<file path="src/rtl/multi_chan_delay_line_pkg.sv">
// Shared constants and helpers for the multi-channel delay line.
package mcdl_pkg;

   localparam int DEFAULT_NCH   = 2;
   localparam int DEFAULT_WIDTH = 1;
   localparam int DEFAULT_DEPTH = 3;

   // Widest flattened channel vector that chan_slice can handle.
   localparam int MAX_VEC_W = 1024;

   function automatic int clamp_delay(input int sel, input int depth);
      return (sel < 1 || sel > depth) ? depth : sel;
   endfunction

   function automatic logic [MAX_VEC_W-1:0] chan_slice(
      input logic [MAX_VEC_W-1:0] vec,
      input int                   c,
      input int                   width = DEFAULT_WIDTH
   );
      logic [MAX_VEC_W-1:0] mask;
      mask = ~({MAX_VEC_W{1'b1}} << width);
      return (vec >> (c * width)) & mask;
   endfunction

endpackage

</file>
<file path="src/rtl/multi_chan_delay_line_dly_stage_chain.sv">
// Enable/flush shift chain; stage k is exposed at o_stages[k*W +: W].
module dly_stage_chain #(
   parameter int W     = 1,
   parameter int DEPTH = 1
) (
   input  logic             i_clk,
   input  logic             i_rst,
   input  logic             i_flush,
   input  logic             i_en,
   input  logic [W-1:0]     i_d,
   output logic [W*DEPTH-1:0] o_stages
);

   logic [W*DEPTH-1:0]     r_stages;
   logic [W*(DEPTH+1)-1:0] w_shifted;

   // Oldest stage falls off the top; this form also covers DEPTH=1.
   assign w_shifted = {r_stages, i_d};

   always_ff @(posedge i_clk) begin
      if (i_rst || i_flush) begin
         r_stages <= '0;
      end else if (i_en) begin
         r_stages <= w_shifted[W*DEPTH-1:0];
      end
   end

   assign o_stages = r_stages;

endmodule

</file>
<file path="src/rtl/multi_chan_delay_line.sv">
// NCH-channel delay line with run-time tap select, stall, flush and AND channel.
module multi_chan_delay_line
   import mcdl_pkg::*;
#(
   parameter  int NCH   = DEFAULT_NCH,
   parameter  int WIDTH = DEFAULT_WIDTH,
   parameter  int DEPTH = DEFAULT_DEPTH,
   localparam int DW    = $clog2(DEPTH + 1)
) (
   input  logic                 clk,
   input  logic                 rst,
   input  logic                 en,
   input  logic                 flush,
   input  logic [DW-1:0]        dly_sel,
   input  logic                 in_valid,
   input  logic [NCH*WIDTH-1:0] in_data,
   output logic                 out_valid,
   output logic [NCH*WIDTH-1:0] out_data,
   output logic [WIDTH-1:0]     out_and,
   output logic                 primed,
   output logic                 sel_err
);

   localparam int DATA_W = NCH * WIDTH;
   localparam int CW     = DATA_W + 1;

   logic [CW*DEPTH-1:0]    w_stages;
   logic [CW-1:0]          w_tap;
   logic [MAX_VEC_W-1:0]   w_tap_ext;
   logic [WIDTH-1:0]       w_and;
   logic                   w_sel_oor;
   int                     w_d;
   logic [DW-1:0]          r_prime_cnt;
   logic                   r_sel_err;

   // Bit 0 of every stage is the valid flag.
   dly_stage_chain #(
      .W     (CW),
      .DEPTH (DEPTH)
   ) u_chain (
      .i_clk    (clk),
      .i_rst    (rst),
      .i_flush  (flush),
      .i_en     (en),
      .i_d      ({in_data, in_valid}),
      .o_stages (w_stages)
   );

   always_comb begin
      w_d = clamp_delay(int'(dly_sel), DEPTH);
   end

   assign w_sel_oor = (dly_sel == '0) || (int'(dly_sel) > DEPTH);

   always_comb begin
      w_tap = '0;
      for (int k = 0; k < DEPTH; k++) begin
         if (k + 1 == w_d) begin
            w_tap = w_stages[k*CW +: CW];
         end
      end
   end

   always_comb begin
      w_tap_ext             = '0;
      w_tap_ext[DATA_W-1:0] = w_tap[CW-1:1];
      w_and                 = '1;
      for (int c = 0; c < NCH; c++) begin
         w_and = w_and & WIDTH'(chan_slice(w_tap_ext, c, WIDTH));
      end
   end

   always_ff @(posedge clk) begin
      if (rst || flush) begin
         r_prime_cnt <= '0;
      end else if (en && (r_prime_cnt != DW'(DEPTH))) begin
         r_prime_cnt <= r_prime_cnt + 1'b1;
      end
   end

   // Flush leaves this flag alone; only reset clears it.
   always_ff @(posedge clk) begin
      if (rst) begin
         r_sel_err <= 1'b0;
      end else begin
         r_sel_err <= w_sel_oor;
      end
   end

   assign out_valid = w_tap[0];
   assign out_data  = w_tap[0] ? w_tap[CW-1:1] : '0;
   assign out_and   = w_tap[0] ? w_and : '0;
   assign primed    = int'(r_prime_cnt) >= w_d;
   assign sel_err   = r_sel_err;

endmodule

</file>
<file path="config.mk">
export PLATFORM = sky130hd
export DESIGN_NAME = multi_chan_delay_line
export DESIGN_NICKNAME = d
export VERILOG_FILES = /design/src/rtl/multi_chan_delay_line_pkg.sv /design/src/rtl/multi_chan_delay_line_dly_stage_chain.sv /design/src/rtl/multi_chan_delay_line.sv
export SDC_FILE = /design/constraint.sdc
export NUM_CORES = 1
export LEC_CHECK = 0
export ABC_AREA = 1
export CAP_MARGIN = 20
export CORE_MARGIN = 1.5
export CORE_UTILIZATION = 47
export CTS_CLUSTER_SIZE = 25
export DETAILED_ROUTE_END_ITERATION = 10
export HOLD_SLACK_MARGIN = 0.06
export PLACE_DENSITY = 0.75
export SLEW_MARGIN = 20
export SYNTH_ARGS = -nofsm -noshare
export SYNTH_HDL_FRONTEND = slang
export SYNTH_SLANG_ARGS = --single-unit
export TNS_END_PERCENT = 100
</file>
<file path="constraint.sdc">
create_clock -name clk -period 2.32 [get_ports clk]
set_input_delay 0.696 -clock clk [delete_from_list [all_inputs] [get_ports clk]]
set_output_delay 0.696 -clock clk [all_outputs]
set_load 0.02 [all_outputs]
</file>
Word level (Yosys, flattened, before mapping)
Cells that the tools add are included.

Magnitude comparators: 2. Reductions and logical operators: 3. Add/sub/neg operators: 1. Eq/ne operators: 4. Bitwise logic cells: 1. Mux-type cells: 6.

Operator list (count): $mux W3 (3); $eq A2 B2 Y1 const A (2); $mux W2 (2); $add A2 B1 Y2 const B (1); $eq A1 B2 Y1 const A (1); $ge A2 B2 Y1 (1); $logic_not A2 Y1 (1); $lt A2 B1 Y1 const B (1); $ne A2 B2 Y1 const B (1); $and A1 B1 Y1 (1); $logic_and A1 B1 Y1 (1); $logic_or A1 B1 Y1 (1); $mux W1 (1).

Output and inout bits: 6. Register bits after elaboration: 12. Input port bits: 9. Logic and storage cells: 20.

Longest topological paths before layout
Depth after elaboration: 8. Gate-level depth with buffers: 8. Depth with buffers taken out: 8.

Cells and area by module
Synthesis repeated with hierarchy kept, for this count alone.

Cells, all modules: 111. Area total of the unflattened synthesis: 733.2 µm².

By module, submodules not included: dly_stage_chain (area each 397.9 µm², sequential area each 180.2 µm², cells an instance 57, times used 1); multi_chan_delay_line (area each 335.3 µm², sequential area each 60.1 µm², cells an instance 54, times used 1).

Least setup slack after synthesis
Ideal clock, no wire load.

Kind: in2out. Start point: in dly_sel[0]. End point: out out_and. Slack: 11 ps. Cell stages on the path: 7. Buffers on the path: 0. Arrival: 1613 ps. Required time: 1624 ps. Cells stage by stage: inv_1 ha_1 inv_1 nand2_1 nand2_2 nand2_2 nor2_2.

Elaborated cells between the ends (all ways): 10. Classes of those cells: 1 x order compare; 3 x eq/ne; 5 x mux; 1 x bitwise.

RTL lines: from (decl) (line multi_chan_delay_line.sv:14) `input logic [DW-1:0] dly_sel,`; $lt A2 B1 Y1 (line multi_chan_delay_line_pkg.sv:12) `return (sel < 1 || sel > depth) ? depth : sel;`; $mux W2 (*) (line multi_chan_delay_line_pkg.sv:12); $eq A1 B2 Y1 (line multi_chan_delay_line.sv:58) `if (k + 1 == w_d) begin`; $mux W3 (2 in a row) (line multi_chan_delay_line.sv:58); $mux W3 (*) (line multi_chan_delay_line.sv:58); net out_valid (line multi_chan_delay_line.sv:17) `output logic out_valid,`; $mux W1 (*) (line multi_chan_delay_line.sv:92) `assign out_and = w_tap[0] ? w_and : '0;`; to (decl) (line multi_chan_delay_line.sv:19) `output logic [WIDTH-1:0] out_and,`.

The timed path passes the listed nets; every way through them passes the cells marked *.

Worst setup path in the final report
Start point: in dly_sel[0]. End point: out out_and.

Word-level cells in the longest chain between the ends: 8. Elaborated cells between the ends (all ways): 10. Classes of those cells: 1 x order compare; 3 x eq/ne; 5 x mux; 1 x bitwise.

Ends and longest elaborated chain: $lt A2 B1 Y1 (line multi_chan_delay_line_pkg.sv:12); $mux W2 (*) (line multi_chan_delay_line_pkg.sv:12); $eq A1 B2 Y1 (line multi_chan_delay_line.sv:58); $mux W3 (2 in a row) (line multi_chan_delay_line.sv:58); $mux W3 (*) (line multi_chan_delay_line.sv:58); $and A1 B1 Y1 (line multi_chan_delay_line.sv:69) `w_and = w_and & WIDTH'(chan_slice(w_tap_ext, c, WIDTH));`; $mux W1 (*) (line multi_chan_delay_line.sv:92).

Mark *: on every way between the ends. The rest lies on a longest branch, timed or not.

==> metrics.md <==
| Metric | Value |
|---|---|
| Run status | `completed` |
| Max FO, Critical Path | `5` |
| Gr usage total | `0.176` |
| CTS clk-pin slew, worst paths | `roughly 0.070 ns` |
| Placed Area | `~820 um^2` |
| Final setup violation count | `0` |
| Layout Skew | `~0.0043 ns` |
| Drt initial violations | `5` |
| Critical path endpoint category | `primary output` |
| Hold buffers post-CTS | `0` |
| Setup slack after layout | `0.0126 ns` |
| Rel. slew slack | `0.732` |
| Syn nets | `~110` |
| IO buf count | `14` |
| Design Area, Final | `roughly 930 um^2` |
| H-Tree Depth | `1` |
| Detail Route Antenna Nets | `0` |
| Die outline height | `approximately 41 um` |
| Top cells by area, synth | `dfxtp_1 (36%), nand2_1 (15%), ha_1 (11%)` |
| Post-Route WL | `roughly 1.3 mm` |
| Crit share post-route | `0.995` |
| Synth area leader | `dfxtp_1` |
| Commonest cells in the netlist | `nand2_1 (27), dfxtp_1 (12), inv_1 (11)` |
| Synthesized area | `about 660 um^2` |
| Routed wire per std cell | `a little over 10 um` |
| DRT Pass-1 Iters | `4` |
| Setup crit start kind | `input pin` |
| Vias/cell | `4.73` |
| Post-DP HPWL | `~910 um` |
| Critical Path RT | `1.62 ns` |
| Placeable Area | `roughly 0.0013 mm^2` |
| Die area | `0.00165 mm^2` |
| Share of layout cells above drive strength 1 | `0.352` |
| Fin nets | `between 100 and 150` |
| Unrepaired setup endpoints after global routing | `yes` |
| Placer Congestion | `0.721` |
| TritonCTS clock tree | `built` |
| Hold WC Path Type | `register to register` |
| Starting Density | `0.510` |
| Finished Layout Cells | `123` |
| Initial antenna violation count | `0` |
| Cell leakage power | `about 0.40 nW` |
| Crit Path Category | `input pin to primary output` |
| # IOs | `15` |
| Area growth syn-to-layout | `40.8%` |
| Root buffer cell | `clkbuf_4` |
| Syn Inst Count | `90` |
| Largest net degree at the start of global routing | `12` |
| Fmax | `about 430 MHz` |
| Seq/Total Area, Yosys | `0.362` |
| Row count | `13` |
| Area share of the largest cell type after synthesis | `0.362` |
| Clk_lat worst skew | `between 0.2 and 0.3 ns` |
| Max Slew Vio Count | `0` |
| CTS Buf Count | `3` |
| Power Total | `between 0.0004 and 0.0005 W` |
| Final critical-path required period | `~2.3 ns` |
| Final hold violations | `0` |
| Syn_area_per_cell | `approximately 7.4 um^2` |
| Async set-reset flop share out of synthesis | `0` |
| DR DRC count | `0` |
| ANT cells | `0` |
| Post-synth cell types | `19` |
| Most common cell in the netlist | `nand2_1` |
| CTS Sinks | `12` |
| Top_reg_cell synth | `dfxtp_1` |
| Filler Cell Count | `101` |
| Placed insts | `120` |
| Worst EP arrival | `around 1.6 ns` |
| Worst slew pin tran | `approximately 0.40 ns` |
| YS warnings | `0` |
| FF+latch count, synth | `12` |
| Cell area power density | `between 400 and 500 mW/mm^2` |
| Dpl ws | `-0.958 ns` |
| First-pass GRT wire length | `about 1.9 mm` |
| VDD IR max | `0.291 mV` |
| Final core utilization | `0.717` |
| GR Overflow Total | `0` |
| Clk buf depth | `2` |
| Number of global-route vias before repair | `488` |
| Setup bufs post-CTS | `0` |
| Number of synthesized flops with an enable pin | `0` |
| Max cap viols | `0` |
| Die width | `about 40 um` |
| FF-to-FF setup slack | `around 1.3 ns` |
| Vias | `roughly 580` |
[state kept, by name, summed over array words and instances, names as in the netlist]
name	count
r_prime_cnt	2
sel_err	1
u_chain.o_stages	9
[final cells by class]
| class | instances | area (um^2) | share of cell area |
|---|---|---|---|
| multi-input combinational | 63 | 422 | 0.452 |
| inverter | 13 | 61.3 | 0.0657 |
| sequential | 12 | 240 | 0.257 |
| tap | 15 | 18.8 | 0.0201 |
| timing repair buffer | 17 | 169 | 0.181 |
| clock buffer | 3 | 22.5 | 0.0241 |
[through the flow]
| step | hold slack [ns] | setup TNS, ns |
|---|---|---|
| 2_1_floorplan | 0.432 | 0 |
| 3_3_place_gp | 0.456 | -4.50 |
| 3_5_place_dp | 0.460 | -4.65 |
| 4_1_cts | 0.476 | 0 |
| 5_1_grt | 0.491 | -0.119 |
| 6_report | 0.475 | 0 |
[cells by family (layout without fill, tap and decap cells)]
group | after synthesis | in the layout | synth area share
and+or+nand+nor | 44 | 44 | 0.300
buffers and inverters | 15 | 33 | 0.111
AOI/OAI and AO/OA | 13 | 13 | 0.113
adders and majority gates | 6 | 6 | 0.113
DFF | 12 | 12 | 0.362
[critical path, stage by stage]
cell	delay, ns
buf_8	0.10
inv_4	0.06
ha_4	0.18
inv_4	0.05
nand2_2	0.06
nand3_2	0.06
nand2_2	0.09
nand2_2	0.07
nor2_2	0.11
buf_6	0.12
[routing by layer]
layer / GRT usage / routed length (um) / vias up
met5: 0 / 0 / -
met1: 0.200 / 594 / 246
met2: 0.302 / 594 / 13
met3: 0.0500 / 55 / 2
met4: 0.0750 / 6 / 0
li1: - / - / 321
[placed cells by master, fill, tap and decap left out, drive strengths merged]
cell type / count
dfxtp: 12
buf: 10
nor2: 9
nand3: 3
inv: 13
ha: 6
a21oi: 10
clkdlybuf4s50: 7
clkbuf: 3
a211oi: 2
nand2: 30
o21ai: 1
or2: 2
[repair_timing]
| action | in CTS | in global routing |
|---|---|---|
| gates resized for setup | 53 | 9 |
| pin swaps | 8 | 8 |
| endpoints found under the setup margin | 5 | 5 |
[final timing paths]
check	startpoint	end	cells after the start
worst min register to register	u_chain.o_stages[8]$_SDFFE_PP0P_	u_chain.o_stages[8]$_SDFFE_PP0P_	2
worst max register to register	r_prime_cnt[1]$_SDFFE_PP0P_	r_prime_cnt[1]$_SDFFE_PP0P_	5
worst min-delay path	u_chain.o_stages[8]$_SDFFE_PP0P_	u_chain.o_stages[8]$_SDFFE_PP0P_	2
worst max-delay path	dly_sel[0]	out_and	10
[power by group]
part / switching (W) / internal (W)
logic: 0.0000529 / 0.0000505
clock network: 0.0000624 / 0.0000599
registers: 0.00000295 / 0.000211
total: 0.000118 / 0.000321
(Power assumes the default switching activity.)
